## src/rtl/ibuf.sv

```systemverilog
// rtl/ibuf.sv - pad input buffer with pass-through, synchroniser, glitch filter and edge pulses
module ibuf #(
  parameter int WIDTH       = 1,
  parameter int SYNC_STAGES = 2,
  parameter int FILTER_LEN  = 3
) (
  input  logic             osc,
  input  logic             rst,
  input  logic [WIDTH-1:0] I,
  output logic [WIDTH-1:0] O,
  output logic [WIDTH-1:0] O_sync,
  output logic [WIDTH-1:0] O_filt,
  output logic [WIDTH-1:0] rise,
  output logic [WIDTH-1:0] fall
);

  localparam logic [7:0] CNT_LAST = 8'(FILTER_LEN - 1);

  assign O = I;

  for (genvar b = 0; b < WIDTH; b++) begin : g_bit
    logic [SYNC_STAGES-1:0] chain;
    logic [7:0]             cnt;
    logic                   filt_q;
    logic                   rise_q;
    logic                   fall_q;
    logic                   sync_bit;

    assign sync_bit = chain[SYNC_STAGES-1];

    always_ff @(posedge osc or posedge rst) begin
      if (rst) begin
        chain <= '0;
      end else begin
        chain <= {chain[SYNC_STAGES-2:0], I[b]};
      end
    end

    // Edge pulses are registered alongside the filtered level so they line up with its change.
    always_ff @(posedge osc or posedge rst) begin
      if (rst) begin
        cnt    <= 8'd0;
        filt_q <= 1'b0;
        rise_q <= 1'b0;
        fall_q <= 1'b0;
      end else begin
        rise_q <= 1'b0;
        fall_q <= 1'b0;
        if (sync_bit == filt_q) begin
          cnt <= 8'd0;
        end else if (cnt == CNT_LAST) begin
          cnt    <= 8'd0;
          filt_q <= sync_bit;
          rise_q <= sync_bit;
          fall_q <= ~sync_bit;
        end else begin
          cnt <= cnt + 8'd1;
        end
      end
    end

    assign O_sync[b] = sync_bit;
    assign O_filt[b] = filt_q;
    assign rise[b]   = rise_q;
    assign fall[b]   = fall_q;
  end

endmodule

```

## config.mk

```make
export PLATFORM = sky130hd
export DESIGN_NAME = ibuf
export DESIGN_NICKNAME = d
export VERILOG_FILES = /design/src/rtl/ibuf.sv
export SDC_FILE = /design/constraint.sdc
export NUM_CORES = 1
export LEC_CHECK = 0
export ABC_AREA = 1
export BUFFER_PORTS_ARGS = -buffer_cell sky130_fd_sc_hd__buf_2
export CAP_MARGIN = 15
export CELL_PAD_IN_SITES_DETAIL_PLACEMENT = 1
export CELL_PAD_IN_SITES_GLOBAL_PLACEMENT = 2
export CORE_MARGIN = 1.5
export CORE_UTILIZATION = 29
export CTS_CLUSTER_DIAMETER = 60
export DETAILED_ROUTE_END_ITERATION = 12
export PLACE_DENSITY_LB_ADDON = 0.1
export RECOVER_POWER = 25
export REMOVE_ABC_BUFFERS = 1
export SLEW_MARGIN = 20
export SYNTH_ARGS = -nofsm -noshare
export SYNTH_HDL_FRONTEND = slang
export SYNTH_SLANG_ARGS = --single-unit
```

## constraint.sdc

```tcl
create_clock -name osc -period 1.1 [get_ports osc]
set_input_delay 0.11 -clock osc [delete_from_list [all_inputs] [get_ports osc]]
set_output_delay 0.11 -clock osc [all_outputs]
set_load 0.01 [all_outputs]
```

==> flow_metrics.env <==
export IMPL_status="finished with violations"
export IMPL_violations="setup timing"
export IMPL_grt_pass1_vias=505
export IMPL_syn_to_final_growth_pct=31.66
export IMPL_worstMarginPinSlew_ns=0.5121
export IMPL_clock_sinks=13
export IMPL_antenna_found_initial=0
export IMPL_synth_distinct_cells=18
export IMPL_skew_ns=0.003669
export IMPL_crit_arrival_ns=1.37
export IMPL_fin_util=0.4106
export IMPL_cts_buffer_depth=2
export IMPL_synth_area_um2=624.3
export IMPL_synth_edf_count=0
export IMPL_clk_pin_slew_ns=0.08
export IMPL_cts_max_level=1
export IMPL_fin_crit_ns=1.193
export IMPL_layout_nets=94
export IMPL_cts_made_buffers=3
export IMPL_fin_hold_ws_ns=0.3586
export IMPL_powerDensity_mw_per_mm2=1841
export IMPL_setup_viol=8
export IMPL_place_area_um2=728.2
export IMPL_worstSkewPairLatency_ns=0.28
export IMPL_worst_slack_ns=-0.09304
export IMPL_grt_usage=0.1254
export IMPL_crit_buf_inv=2
export IMPL_ys_async_sr_fraction=1.000
export IMPL_synthFlopType="dfrtp_1"
export IMPL_r2r_slack_ns=-0.09
export IMPL_die_area_mm2=0.002440
export IMPL_ys_ff_latch=13
export IMPL_cp_data_required_time_ns=1.28
export IMPL_clockRootBuffer="clkbuf_4"
export IMPL_hold_path_class="reg2reg"
export IMPL_crit_chain="inv_2 > ha_4 > clkinv_4 > nor3_4 > nand2_2 > nand2_2 > nor2_1"
export IMPL_gp_congestion=0.7517
export IMPL_fmax_mhz=838.2
export IMPL_crit_top_cell="nand2_2"
export IMPL_cts_tree="done"
export IMPL_wirelength_mm=1.236
export IMPL_synth_most_common_cell="nand2_1"
export IMPL_syn_avg_cell_area_um2=8.794
export IMPL_fin_area_um2=822.0
export IMPL_cp_max_fo=5
export IMPL_slew_headroom=0.6582
export IMPL_cpMaxStageDelayCell="dfrtp_1"
export IMPL_rows=16
export IMPL_num_vias=488
export IMPL_syn_inst=71
export IMPL_critPathMaxStageDelay_ns=0.41
export IMPL_grt_pass1_wl_mm=2.242
export IMPL_antenna_left=0
export IMPL_cpLargestDelayFamily="flip-flops"
export IMPL_finalNonFillerCells=115
export IMPL_via_per_inst=4.243
export IMPL_wl_per_cell_um=10.75
export IMPL_cp_start_kind="flop"
export IMPL_top_level_ports=8
export IMPL_maxCapViolations=0
export IMPL_drtIter0Drc=7
export IMPL_crit_type="reg2reg"
export IMPL_slew_violations=0
export IMPL_yosysWarnings=0
export IMPL_fin_crit_sh=1.085
export IMPL_peakVddDrop_mv=0.8915
export IMPL_core_area_mm2=0.002002
export IMPL_power_leakage_nw=0.3804
export IMPL_grt_max_degree=14
export IMPL_die_h_um=49.40
export IMPL_cp_end_kind="flop"
export IMPL_synth_area_leader_cell="dfrtp_1"
export IMPL_diodes=0
export IMPL_drc=0
export IMPL_dr_pass1_iters=4
export IMPL_hold_viol=0
export IMPL_initial_core_util=0.3119
export IMPL_numPortBuffers=7
export IMPL_placed_cells=108
export IMPL_die_width_um=49.40
export IMPL_post_dp_hpwl_um=951.3
export IMPL_ys_seq_area_frac=0.5210
export IMPL_synthTopCellsByCount="nand2_1 (14), dfrtp_1 (13), inv_1 (8), nor2_1 (7), nor2_2 (6)"
export IMPL_grt_overflow_total=0
export IMPL_drive_above_1_share=0.3750
export IMPL_synth_top_area_frac=0.5210
export IMPL_rsz0062_at_grt="yes"
export IMPL_ys_top_cells_by_area="dfrtp_1 (52%), nand2_1 (8.4%), nor2_2 (6.0%)"
where the power goes:
group | total [mW] | internal, mW | switching (mW)
combinational | 0.583 | 0.288 | 0.295
clock | 0.307 | 0.141 | 0.166
sequential | 0.623 | 0.545 | 0.0788
worst reg2reg max path, cell delays in order, from the launching register on:
cell      delay (ns)
dfrtp_1         0.41
inv_2           0.09
ha_4            0.15
clkinv_4        0.05
nor3_4          0.12
nand2_2         0.12
nand2_2         0.10
nor2_1          0.04
area by class of cell:
class                   count  area, µm²
fillers                   243       1180
flip-flops and latches     13      325.3
clock buffers               4      26.28
repair buffers             14      103.9
inverters                  12      50.05
multi-input cells          45      282.8
well taps                  27      33.78
final timing paths:
check / startpoint / end / cells past startpoint
min: g_bit[0].chain[0] / g_bit[0].chain[1] / 0
max reg2reg: g_bit[0].cnt[0] / g_bit[0].cnt[2] / 7
min reg2reg: g_bit[0].chain[0] / g_bit[0].chain[1] / 0
max: g_bit[0].cnt[0] / g_bit[0].cnt[2] / 7
max in group asynchronous: rst / g_bit[0].cnt[6] / 3
min in group asynchronous: rst / g_bit[0].cnt[3] / 3
through the flow:
stage                     setup TNS, ns  setup WS, ns  power, mW
after floorplan                -0.08088      -0.02663     0.8588
after global placement          -0.2848      -0.06332      1.087
after detailed placement        -0.5459       -0.1150      1.095
after CTS                       -0.4139      -0.08162      1.536
after global routing             -1.321       -0.1866      1.649
final                           -0.4896      -0.09304      1.514
cells by family after synthesis:
family | count (synthesis) | share of synthesized area
compound gates | 3 | 0.02404
buf+inv | 13 | 0.08417
xor+xnor | 3 | 0.04209
fa+ha+maj | 2 | 0.04007
simple gates | 37 | 0.2886
flops | 13 | 0.5210
metal layers:
metal / track usage / vias to the layer above / part of all wire
li1: - / 248 / -
met1: 0.1644 / 228 / 0.48
met2: 0.1847 / 10 / 0.47
met3: 0.02761 / 2 / 0.031
met4: 0.08333 / 0 / 0.023
met5: 0 / - / 0
registers in the layout, summed over array words and instances (netlist names):
| register | count |
|---|---|
| g_bit.cnt | 8 |
| g_bit.chain | 2 |
| O_filt | 1 |
| fall | 1 |
| rise | 1 |
cell usage in the layout (no fill, tap or decap), drive strengths merged:
cell type / n
dfrtp: 13
xor2: 2
ha: 2
xnor2: 1
nor3: 3
buf: 11
dlygate4sd3: 2
clkbuf: 5
inv: 11
nand3: 4
nand2: 16
a21oi: 1
nor2: 14
clkinv: 1
o21ai: 2
timing repair:
item	CTS	global route
pin swaps	6	3
setup endpoints to repair	7	11
gates resized for setup	9	1
buffers inserted	1	0
hold endpoints to repair	14	0
hold buffers	2	0
Power figures use the tool's default switching activity.
